--- src/rtl/exc_flush_ctrl.sv ---
// Precise exception / ERET sequencer: stall, drain dmem, one CP0 update, then flush and redirect fetch.
// IDLE -> (DRAIN) -> COMMIT -> FLUSH -> IDLE; strobes are decoded from state so each is exactly one cycle.
module exc_flush_ctrl #(
    parameter logic [31:0] EXC_VECTOR   = 32'hBFC00380,
    parameter int unsigned FLUSH_CYCLES = 1
) (
    input  logic        clk_i,
    input  logic        rst_i,
    input  logic [31:0] exc_type_i,
    input  logic [31:0] mem_pc_i,
    input  logic        mem_in_delay_slot_i,
    input  logic [31:0] cp0_status_i,
    input  logic [31:0] cp0_epc_i,
    input  logic        dmem_busy_i,
    input  logic        if_ready_i,
    output logic        stall_o,
    output logic        flush_o,
    output logic [31:0] new_pc_o,
    output logic        cp0_we_o,
    output logic        cp0_epc_we_o,
    output logic [4:0]  cp0_exc_code_o,
    output logic [31:0] cp0_epc_o,
    output logic        cp0_bd_o,
    output logic        cp0_set_exl_o,
    output logic        cp0_clr_exl_o,
    output logic        busy_o
);

    localparam int unsigned CNT_W    = 2;
    localparam int unsigned STATUS_EXL = 1;
    localparam logic [CNT_W-1:0] CNT_LOAD = CNT_W'(FLUSH_CYCLES - 1);

    typedef enum logic [1:0] {
        S_IDLE   = 2'd0,
        S_DRAIN  = 2'd1,
        S_COMMIT = 2'd2,
        S_FLUSH  = 2'd3
    } state_e;

    state_e            state_q, state_d;
    logic [4:0]        exc_code_q, exc_code_d;
    logic              eret_q, eret_d;
    logic [31:0]       pc_q, pc_d;
    logic              bd_q, bd_d;
    logic [31:0]       target_q, target_d;
    logic [CNT_W-1:0]  cnt_q, cnt_d;

    logic              acc_c;
    logic              eret_c;
    logic [4:0]        code_c;

    // Only EXL is consulted from Status.
    logic unused_status;
    assign unused_status = ^{cp0_status_i[31:2], cp0_status_i[0]};

    // Decode the mem-stage code into accept / ERET / Cause.ExcCode.
    always_comb begin
        acc_c  = 1'b1;
        eret_c = 1'b0;
        code_c = 5'd0;
        case (exc_type_i)
            32'h0000_0001: code_c = 5'd0;
            32'h0000_0008: code_c = 5'd8;
            32'h0000_0009: code_c = 5'd9;
            32'h0000_000a: code_c = 5'd10;
            32'h0000_000c: code_c = 5'd12;
            32'h0000_000d: code_c = 5'd13;
            32'h0000_000e: eret_c = 1'b1;
            default:       acc_c  = 1'b0;
        endcase
    end

    always_ff @(posedge clk_i) begin
        if (rst_i) begin
            state_q    <= S_IDLE;
            exc_code_q <= 5'd0;
            eret_q     <= 1'b0;
            pc_q       <= 32'd0;
            bd_q       <= 1'b0;
            target_q   <= 32'd0;
            cnt_q      <= '0;
        end else begin
            state_q    <= state_d;
            exc_code_q <= exc_code_d;
            eret_q     <= eret_d;
            pc_q       <= pc_d;
            bd_q       <= bd_d;
            target_q   <= target_d;
            cnt_q      <= cnt_d;
        end
    end

    always_comb begin
        state_d        = state_q;
        exc_code_d     = exc_code_q;
        eret_d         = eret_q;
        pc_d           = pc_q;
        bd_d           = bd_q;
        target_d       = target_q;
        cnt_d          = cnt_q;
        stall_o        = 1'b0;
        flush_o        = 1'b0;
        new_pc_o       = 32'd0;
        cp0_we_o       = 1'b0;
        cp0_epc_we_o   = 1'b0;
        cp0_exc_code_o = 5'd0;
        cp0_epc_o      = 32'd0;
        cp0_bd_o       = 1'b0;
        cp0_set_exl_o  = 1'b0;
        cp0_clr_exl_o  = 1'b0;
        busy_o         = 1'b0;

        case (state_q)
            S_IDLE: begin
                if (acc_c) begin
                    stall_o    = 1'b1;
                    exc_code_d = code_c;
                    eret_d     = eret_c;
                    pc_d       = mem_pc_i;
                    bd_d       = mem_in_delay_slot_i;
                    state_d    = dmem_busy_i ? S_DRAIN : S_COMMIT;
                end
            end
            S_DRAIN: begin
                stall_o = 1'b1;
                busy_o  = 1'b1;
                if (!dmem_busy_i) begin
                    state_d = S_COMMIT;
                end
            end
            S_COMMIT: begin
                stall_o = 1'b1;
                busy_o  = 1'b1;
                cnt_d   = CNT_LOAD;
                state_d = S_FLUSH;
                if (eret_q) begin
                    cp0_clr_exl_o = 1'b1;
                    target_d      = cp0_epc_i;
                end else begin
                    cp0_we_o       = 1'b1;
                    cp0_exc_code_o = exc_code_q;
                    cp0_bd_o       = bd_q;
                    cp0_set_exl_o  = 1'b1;
                    target_d       = EXC_VECTOR;
                    // Nested exception (EXL already set) keeps the original EPC.
                    if (!cp0_status_i[STATUS_EXL]) begin
                        cp0_epc_we_o = 1'b1;
                        cp0_epc_o    = bd_q ? (pc_q - 32'd4) : pc_q;
                    end
                end
            end
            S_FLUSH: begin
                flush_o  = 1'b1;
                busy_o   = 1'b1;
                new_pc_o = target_q;
                if (cnt_q == '0) begin
                    if (if_ready_i) begin
                        state_d = S_IDLE;
                    end
                end else begin
                    cnt_d = cnt_q - CNT_W'(1);
                end
            end
            default: state_d = S_IDLE;
        endcase
    end

endmodule

--- config.mk ---
export PLATFORM = sky130hd
export DESIGN_NAME = exc_flush_ctrl
export DESIGN_NICKNAME = d
export VERILOG_FILES = /design/src/rtl/exc_flush_ctrl.sv
export SDC_FILE = /design/constraint.sdc
export NUM_CORES = 1
export LEC_CHECK = 0
export ABC_CLOCK_PERIOD_IN_PS = 2700
export CORE_MARGIN = 3
export CORE_UTILIZATION = 35
export CTS_CLUSTER_SIZE = 10
export DETAILED_ROUTE_END_ITERATION = 6
export HOLD_SLACK_MARGIN = 0.06
export PLACE_DENSITY = 0.76
export SKIP_LAST_GASP = 1
export SLEW_MARGIN = 0
export SYNTH_ARGS = -nofsm -noshare
export SYNTH_HDL_FRONTEND = slang
export SYNTH_SLANG_ARGS = --single-unit
--- constraint.sdc ---
create_clock -name clk_i -period 2.7 [get_ports clk_i]
set_clock_uncertainty 0.2 [all_clocks]
set_input_delay 0.675 -clock clk_i [delete_from_list [all_inputs] [get_ports clk_i]]
set_output_delay 0.675 -clock clk_i [all_outputs]
set_load 0.01 [all_outputs]
# Word-level counts from Yosys, hierarchy flattened
# Index checks and enable logic that the tools add are counted.
# Widths: inputs -> output; s select.
[word_totals] ram_bits=0 regBits=75 latchBits=0 out_inout_bits=77 memories=0 romBits=0 inputBits=133 word_cells=65
[op_classes] magnitude_cmp=0 n_reduce_logical=9 n_mul=0 div_mod_pow=0 n_addsub=2 bitwise=0 eq_ne=15 mux=32 shift=0
[ops] operator="$eq 32x4->1 const B" n=6
[ops] operator="$mux 32" n=6
[ops] operator="$eq 32x1->1 const B" n=1
[ops] operator="$sub 32x3->32 const B" n=1
[ops] operator="$pmux 4 s5" n=1
[ops] operator="$mux 1" n=14
[ops] operator="$mux 2" n=6
[ops] operator="$mux 5" n=2
[ops] operator="$ne 2x2->1 const B" n=5
[ops] operator="$pmux 2 s4" n=1
[ops] operator="$reduce_or 7->1" n=1
[ops] operator="$eq 2x2->1 const B" n=2
[ops] operator="$logic_not 2->1" n=2
[ops] operator="$pmux 2 s2" n=1
[ops] operator="$reduce_and 2->1" n=2
[ops] operator="$reduce_and 4->1" n=1
[ops] operator="$reduce_or 3->1" n=1
[ops] operator="$eq 2x1->1 const B" n=1
[ops] operator="$pmux 1 s2" n=1
[ops] operator="$reduce_bool 2->1" n=1
[ops] operator="$reduce_or 2->1" n=1
[ops] operator="$sub 2x1->2 const B" n=1

# Longest topological paths before layout
# Gate-level depths: netlist of run 1.
[depth] ltp_word=5 depth_mapped=8 mapped_depth_nobuf=6

# Worst setup path after synthesis of run 1
# Ideal clock, no wire load.
[synth_timing] kind="input -> output" from="in exc_type_i[5]" to="out stall_o" arrival_ns=2.028 path_stages=6 path_slack_ns=-0.203 cell_sequence="nor4_2 > o211ai_1 > nor4_2 > buf_2 > nor2_1 > nor2_1"
[synth_between] elab_chain_len=5 word_cells_on_any_way=11 cone_classes="eq/ne: 7; mux: 3; reduce/logical: 1"
[synth_lines] item="start: declaration" line_no="9" text="input logic [31:0] exc_type_i,"
[synth_lines] item="$eq 32x4->1 or $eq 32x1->1 (tied branches)" line_no="61" text="case (exc_type_i)"
[synth_lines] item="$reduce_or 7->1 (no line) *"
[synth_lines] item="$mux 1 *" line_no="61"
[synth_lines] item="$mux 1 *" line_no="115" text="if (acc_c) begin"
[synth_lines] item="$pmux 1 s2 *" line_no="113" text="case (state_q)"
[synth_lines] item="end: declaration" line_no="16" text="output logic stall_o,"
# Mark *: on every way between the ends. The rest lies on a longest branch, timed or not.

# Final worst setup path of run 1
[layout_timing] from="reg pc_q[21]" to="out cp0_epc_o[26]"
[layout_between] elab_chain_len=5
[layout_lines] item="start: declaration" line_no="43" text="logic [31:0] pc_q, pc_d;"
[layout_lines] item="start signal: assignment" line_no="86" text="pc_q <= pc_d;"
[layout_lines] item="$sub 32x3->32" line_no="148" text="cp0_epc_o = bd_q ? (pc_q - 32'd4) : pc_q;"
[layout_lines] item="$mux 32" line_no="148"
[layout_lines] item="$mux 32" line_no="146" text="if (!cp0_status_i[STATUS_EXL]) begin"
[layout_lines] item="$mux 32" line_no="136" text="if (eret_q) begin"
[layout_lines] item="$mux 32" line_no="113"
[layout_lines] item="end: declaration" line_no="22" text="output logic [31:0] cp0_epc_o,"
# Every way passes these cells.

==> metrics.txt, run 1 <==
Die Y 111 µm; Total GRT Usage 23.2%; most common cell in the synthesized netlist nand2_1; Area Overhead vs Synth 80.3%; Design Area, Final 0.00691 mm²; most frequent cells after synthesis 80 x nand2_1, 74 x dfxtp_1, 71 x nor2_1, 63 x a21oi_1, 41 x and2_1; sequential cell area fraction in the yosys report 38.7%; Comb pwr share 32.8%; sum of negative setup slack -4450 ps; Critical Path Start pc_q[21]; Antenna Nets Post-Route 0; worst min path class reg2reg; period utilization 112%; Final Util 65.8%; RSZ-0062 raised after global routing true; TritonCTS clock tree built; flop-to-flop setup slack 560 ps; core area 0.0105 mm²; die width 111 µm; VDD IR-drop max approximately 0.33 mV; Skew-Pair Late Insertion Delay roughly 350 ps; hold slack 249 ps; share of post-route cells with drive strength above 1 29.2%; vias post-DR roughly 4600; Synth top area share 38.7%; first-pass GRT wire length 23700 µm; pwr/cell area between 400 and 500 mW/mm²; min setup slack post-route -317 ps; root buffer cell clkbuf_8; Max Transition Viols Final 0; drt total wl 14600 µm; status complete, but fails checks; Distinct cells, synth 42; Congestion Overflow GR 0; leading area contributor after synthesis dfxtp_1; initial antenna violation count 0; failing checks setup timing; Tmin final 3020 ps; max_slew headroom 48.3%; worst r2r path cells 7; Lkg Pwr 3.00 nW; Max-Cap Viols 0; largest net degree at the start of global routing 40; Pre-Repair DR Iteration Count 4; number of flops mapped to enable cells by yosys 0; Max FO, Critical Path 4; DP Wirelength 9620 µm; Rows 37; worst r2r src state_q[1]; Post-DP Area 0.00623 mm²; Place WS -853 ps; Critical Path AT 2140 ps; final hold violation count 0; CP endpoint kind output port; switching share of power 29.2%; Initial Util 36.5%; cells after synthesis 514; DRT iter0 DRCs 291; maximum clock frequency 331 MHz; IO buf count 177; Crit path required time 1820 ps; Most used DFF post-synth dfxtp_1; Sequential Power Share 37.2%; DR DRC count 0; Net Count, Synth 654; vias in the first global route 4823; Via density ~5; Crit Path Class reg2out; register bit count reported by yosys between 70 and 80; Mapped Avg Cell Area 7.46 µm²; final setup violating endpoints 22; fin cells about 890; Critical R2R Capture eret_q; actual slew at the worst max-slew pin 775 ps; Clock transition at path regs 80 ps; GPL Wtd Cong 0.873; DIE AREA 0.0122 mm²; crit path capture cp0_epc_o[26]; Int Pwr 2.32 mW; Total Power 3.28 mW; Psw between 0.9 and 1 mW; largest cells by area after synthesis dfxtp_1 39%, a21oi_1 8.2%, nand2_1 7.8%; fill count ~860; Synth async-reset ratio 0%; Worst setup SP type flip-flop; Ys Warns 0; CTS Sinks 74; # diodes 0; synthesized area 0.00383 mm²; drt wl/cell between 15 and 20 µm; Clk pwr share 30.0%; Clock Tree Buf Depth 2; total I/O pin count 210; H-tree Lvls 3; placed cell count around 860; Final Net Count 892; CTS buffer count 9
## power groups by stage
stage / clock network [mW] / logic [mW] / registers, mW
after detailed placement: 0 / 0.933 / 1.24
after global routing: 1.05 / 1.16 / 1.23
final: 0.984 / 1.08 / 1.22
after floorplan: 0 / 0.448 / 1.23
after global placement: 0 / 0.899 / 1.24
after CTS: 1.01 / 1.06 / 1.22
## worst min-delay path by stage
stage	startpoint	slack [ps]	end	cells after the start
3_5_place_dp	exc_code_q[2]	240	exc_code_q[2]	2
6_report	exc_code_q[2]	250	exc_code_q[2]	2
5_1_grt	exc_code_q[2]	280	exc_code_q[2]	2
3_3_place_gp	pc_q[0]	240	pc_q[0]	2
4_1_cts	exc_code_q[2]	250	exc_code_q[2]	2
2_1_floorplan	pc_q[0]	230	pc_q[0]	2
## layout by cell type (no fill, tap or decap), types with 3 or more instances in the layout
cell             count
nand2_1             78
clkdlybuf4s50_1     70
buf_4               70
nor2_1              67
dfxtp_1             60
a21oi_1             58
dlygate4sd2_1       43
and2_1              40
buf_2               26
nor2b_1             20
xnor2_1             17
clkbuf_2            16
dfxtp_2             14
nor4_4              12
o22ai_1             12
dlymetal6s2s_1      12
clkbuf_8            11
buf_6               10
inv_1                7
nor3_4               7
clkdlybuf4s15_1      7
nand4_1              6
nor4_2               5
o21ai_1              5
a21oi_2              5
ha_1                 5
buf_12               5
or3_1                4
xor2_1               4
inv_2                3
nor2_2               3
or4_4                3
or3_4                3
xnor2_2              3
## layout make-up
class	instances	area [µm²]	share of cell area, %
multi-input cells	393	2610	37.8
clock buffers	12	155	2.24
well taps	136	170	2.46
clock inverters	4	73.8	1.07
inverters	10	37.5	0.543
repair buffers	264	2360	34.2
flip-flops and latches	74	1500	21.7
## sequential cells by signal, indices dropped and copies added, names as in the netlist
signal and cells:
exc_code_q 4, pc_q 32, state_q 2, target_q 32
bd_q 1, cnt_q 2, eret_q 1
## repair_timing
item	in CTS	in global routing
hold buffers	0	0
gates resized for setup	231	97
gates cloned	4	0
setup endpoints to repair	112	35
pin swaps	33	46
buffers inserted	12	6
## layer usage
layer | vias to the layer above | global-route usage [%] | routed length, µm
met5 | - | 0 | 0
met4 | 0 | 9.03 | 312
met3 | 31 | 7.29 | 1240
met2 | 198 | 40.3 | 7200
met1 | 2147 | 26.5 | 5880
li1 | 2193 | - | -
## critical path, stage by stage (launching register included)
cell and delay [ps]:
dfxtp_2 340, or4_4 530, or3_4 400, nor3_4 200
xnor2_1 140, nor2_1 50, buf_2 130
## cells by family after synthesis
group	Yosys count	synth area share, %
AO/OA/AOI/OAI	91	13.5
AND/OR/NAND/NOR	269	34.8
multiplexers	1	0.261
adder cells (fa/ha/maj)	7	2.29
XOR/XNOR	24	5.48
other	1	0.0978
flip-flops	74	38.7
buffers and inverters	47	4.96
Note: power is estimated with default switching activity, not from simulation.
==> run 2: changes to the inputs <==
--- a/config.mk
+++ b/config.mk
@@ -7,11 +7,10 @@
 export LEC_CHECK = 0
 export ABC_CLOCK_PERIOD_IN_PS = 2700
 export CORE_MARGIN = 3
-export CORE_UTILIZATION = 35
+export CORE_UTILIZATION = 25
 export CTS_CLUSTER_SIZE = 10
 export DETAILED_ROUTE_END_ITERATION = 6
-export HOLD_SLACK_MARGIN = 0.06
-export PLACE_DENSITY = 0.76
+export HOLD_SLACK_MARGIN = 0.05
 export SKIP_LAST_GASP = 1
 export SLEW_MARGIN = 0
 export SYNTH_ARGS = -nofsm -noshare
==> run 2 against run 1 <==
Effect of this change:
- the flow still finishes with violations (setup timing)
- sequential share of layout area down 0.36 points
- power rose by 5.1%
- global-route usage decreased by 6.7 points
- final area increased by 1.2%
- die area rose by 38%
- critical path depth rose by 1
- hold slack got worse by 1.4 ps
- non-clock buffer count grew 3
- cell count up 5.7%
- count of clock-buffer cells in the layout up 2
- critical path type unchanged
- largest cell class unchanged
- highest routed layer unchanged
==> metrics.txt, run 2 (synthesis gave the netlist of run 1 again) <==
DIE AREA between 0.015 and 0.02 mm²; Worst setup SP type flip-flop; DP Wirelength roughly 10000 µm; Crit path required time 1820 ps; Clock Tree Buf Depth 2; period utilization 110%; Buf/Inv on CP 3; final setup violating endpoints 20; Tmin final 2980 ps; worst min path class reg2reg; pwr/cell area 493 mW/mm²; share of post-route cells with drive strength above 1 27.5%; M1 WL 5850 µm; fin cells 944; vias in the first global route 4621; Skew-Pair Late Insertion Delay roughly 330 ps; VDD IR-drop max 0.348 mV; IO buf count 177; hold wc startpoint exc_code_q[3]; min setup slack post-route -283 ps; hold slack between 200 and 250 ps; worst r2r src state_q[1]; met3 wire length 1160 µm; Via density 4.66; die width 130 µm; Max FO, Critical Path 6; DR DRC count 0; max_slew headroom 65.7%; max layer used met4; Critical R2R Capture pc_q[7]; CP max-delay cell or3_4; critical path's top delay family simple AND/OR/NAND/NOR gates; Lkg Pwr 3.00 nW; Final Net Count 895; placed cell count 910; Max-Cap Viols 0; maximum clock frequency between 300 and 400 MHz; CTS Sinks 74; Met2 Wirelength ~6800 µm; Place WS -902 ps; Total GRT Usage 16.5%; total I/O pin count 210; Area Overhead vs Synth 82.4%; Crit Path Class reg2out; failing checks setup timing; actual slew at the worst max-slew pin about 510 ps; fill count between 1000 and 1500; Initial Util 26.0%; first-pass GRT wire length 22400 µm; GPL Wtd Cong around 0.84; RSZ-0062 raised after global routing true; # diodes 0; drt wl/cell 14.7 µm; core area 0.0148 mm²; CP endpoint kind output port; commonest non-fill, non-tap cells in the layout 78 x nand2_1, 73 x clkdlybuf4s50_1, 71 x buf_4; worst path cell trace nor4b_4 -> buf_4 -> nand4_1 -> buf_6 -> or3_4 -> a21oi_2 -> buf_2; largest net degree at the start of global routing 34; worst r2r path cells 9; CP peak stage delay 360 ps; Top Registers pc_q: 32 flops, target_q: 32 flops, exc_code_q: 4 flops; Hold Path End exc_code_q[3]; DRT iter0 DRCs 103; root buffer cell clkbuf_16; Critical Path AT ~2100 ps; Congestion Overflow GR 0; CTS buffer count 9; TritonCTS clock tree built; Hold-fix buffers, CTS 0; drt total wl 13900 µm; Pre-Repair DR Iteration Count 4; Max Transition Viols Final 0; sum of negative setup slack -4290 ps; status complete, but fails checks; Clock transition at path regs around 50 ps; initial antenna violation count 0; Antenna Nets Post-Route 0; Critical Path Start pc_q[6]; WHS Path Cells 2; vias post-DR 4400; Die Y 130 µm; commonest non-fill, non-tap cell in the layout nand2_1; final hold violation count 0; Rows 44; H-tree Lvls 3; flop-to-flop setup slack 490 ps
run 2: changes by cell type in the layout (fill, tap and decap cells not counted), moves of 3 or more:
cell | previous run | this run
clkdlybuf4s50_1 | 70 | 73
dfxtp_2 | 14 | 8
clkbuf_8 | 11 | 3
clkbuf_16 | 0 | 9
dfxtp_1 | 60 | 66
dlymetal6s2s_1 | 12 | 8
run 2: tightest hold or removal path, cell delays in order, from the launching register on:
cell and delay (ps):
dfxtp_1 300, nand2_1 50, a21oi_1 50
run 2: power breakdown:
part / internal [mW] / switching [mW]
registers: 1.18 / 0.0484
logic: 0.595 / 0.493
clock network: 0.695 / 0.438
run 2: worst max path at each step:
stage                               end  slack (ps)  cells past startpoint
after floorplan                 stall_o         -50                      6
after global placement          stall_o        -830                      7
after detailed placement        stall_o        -900                      7
after CTS                 cp0_epc_o[20]        -330                      7
after global routing      cp0_epc_o[27]        -420                      7
final                     cp0_epc_o[20]        -280                      7
run 2: per-stage QoR:
| stage | utilization, % | power, mW | area [µm²] |
|---|---|---|---|
| after floorplan | - | 1.68 | 3910 |
| after global placement | 42.8 | 2.17 | 6310 |
| after detailed placement | 42.8 | 2.20 | 6310 |
| after CTS | 46.5 | 3.48 | 6860 |
| after global routing | 47.4 | 3.64 | 6990 |
| final | 47.4 | 3.45 | 6990 |
run 2: cell type report:
class / count / area [µm²] / share of cell area (%)
repair buffers: 267 / 2380 / 34.0
clock inverters: 2 / 10.0 / 0.143
multi-input cells: 393 / 2570 / 36.8
inverters: 10 / 37.5 / 0.537
flip-flops and latches: 74 / 1490 / 21.3
clock buffers: 14 / 274 / 3.92
well taps: 184 / 230 / 3.29
run 2: what timing repair did:
item / in CTS / in global routing
gates cloned: 4 / 0
pin swaps: 30 / 31
setup buffers: 12 / 3
endpoints found under the setup margin: 111 / 56
gates resized for setup: 216 / 92
run 2: routing by layer:
metal,vias to the layer above,global-route usage (%)
li1,2196,-
met1,2031,19.6
met2,162,28.7
met3,11,4.99
met4,0,5.07
met5,-,0
==> run 3: changes to the inputs <==
--- a/config.mk
+++ b/config.mk
@@ -5,7 +5,6 @@
 export SDC_FILE = /design/constraint.sdc
 export NUM_CORES = 1
 export LEC_CHECK = 0
-export ABC_CLOCK_PERIOD_IN_PS = 2700
 export CORE_MARGIN = 3
 export CORE_UTILIZATION = 25
 export CTS_CLUSTER_SIZE = 10
==> results of run 3 <==
The final DEF is identical to that of run 2; final timing and power are the same.
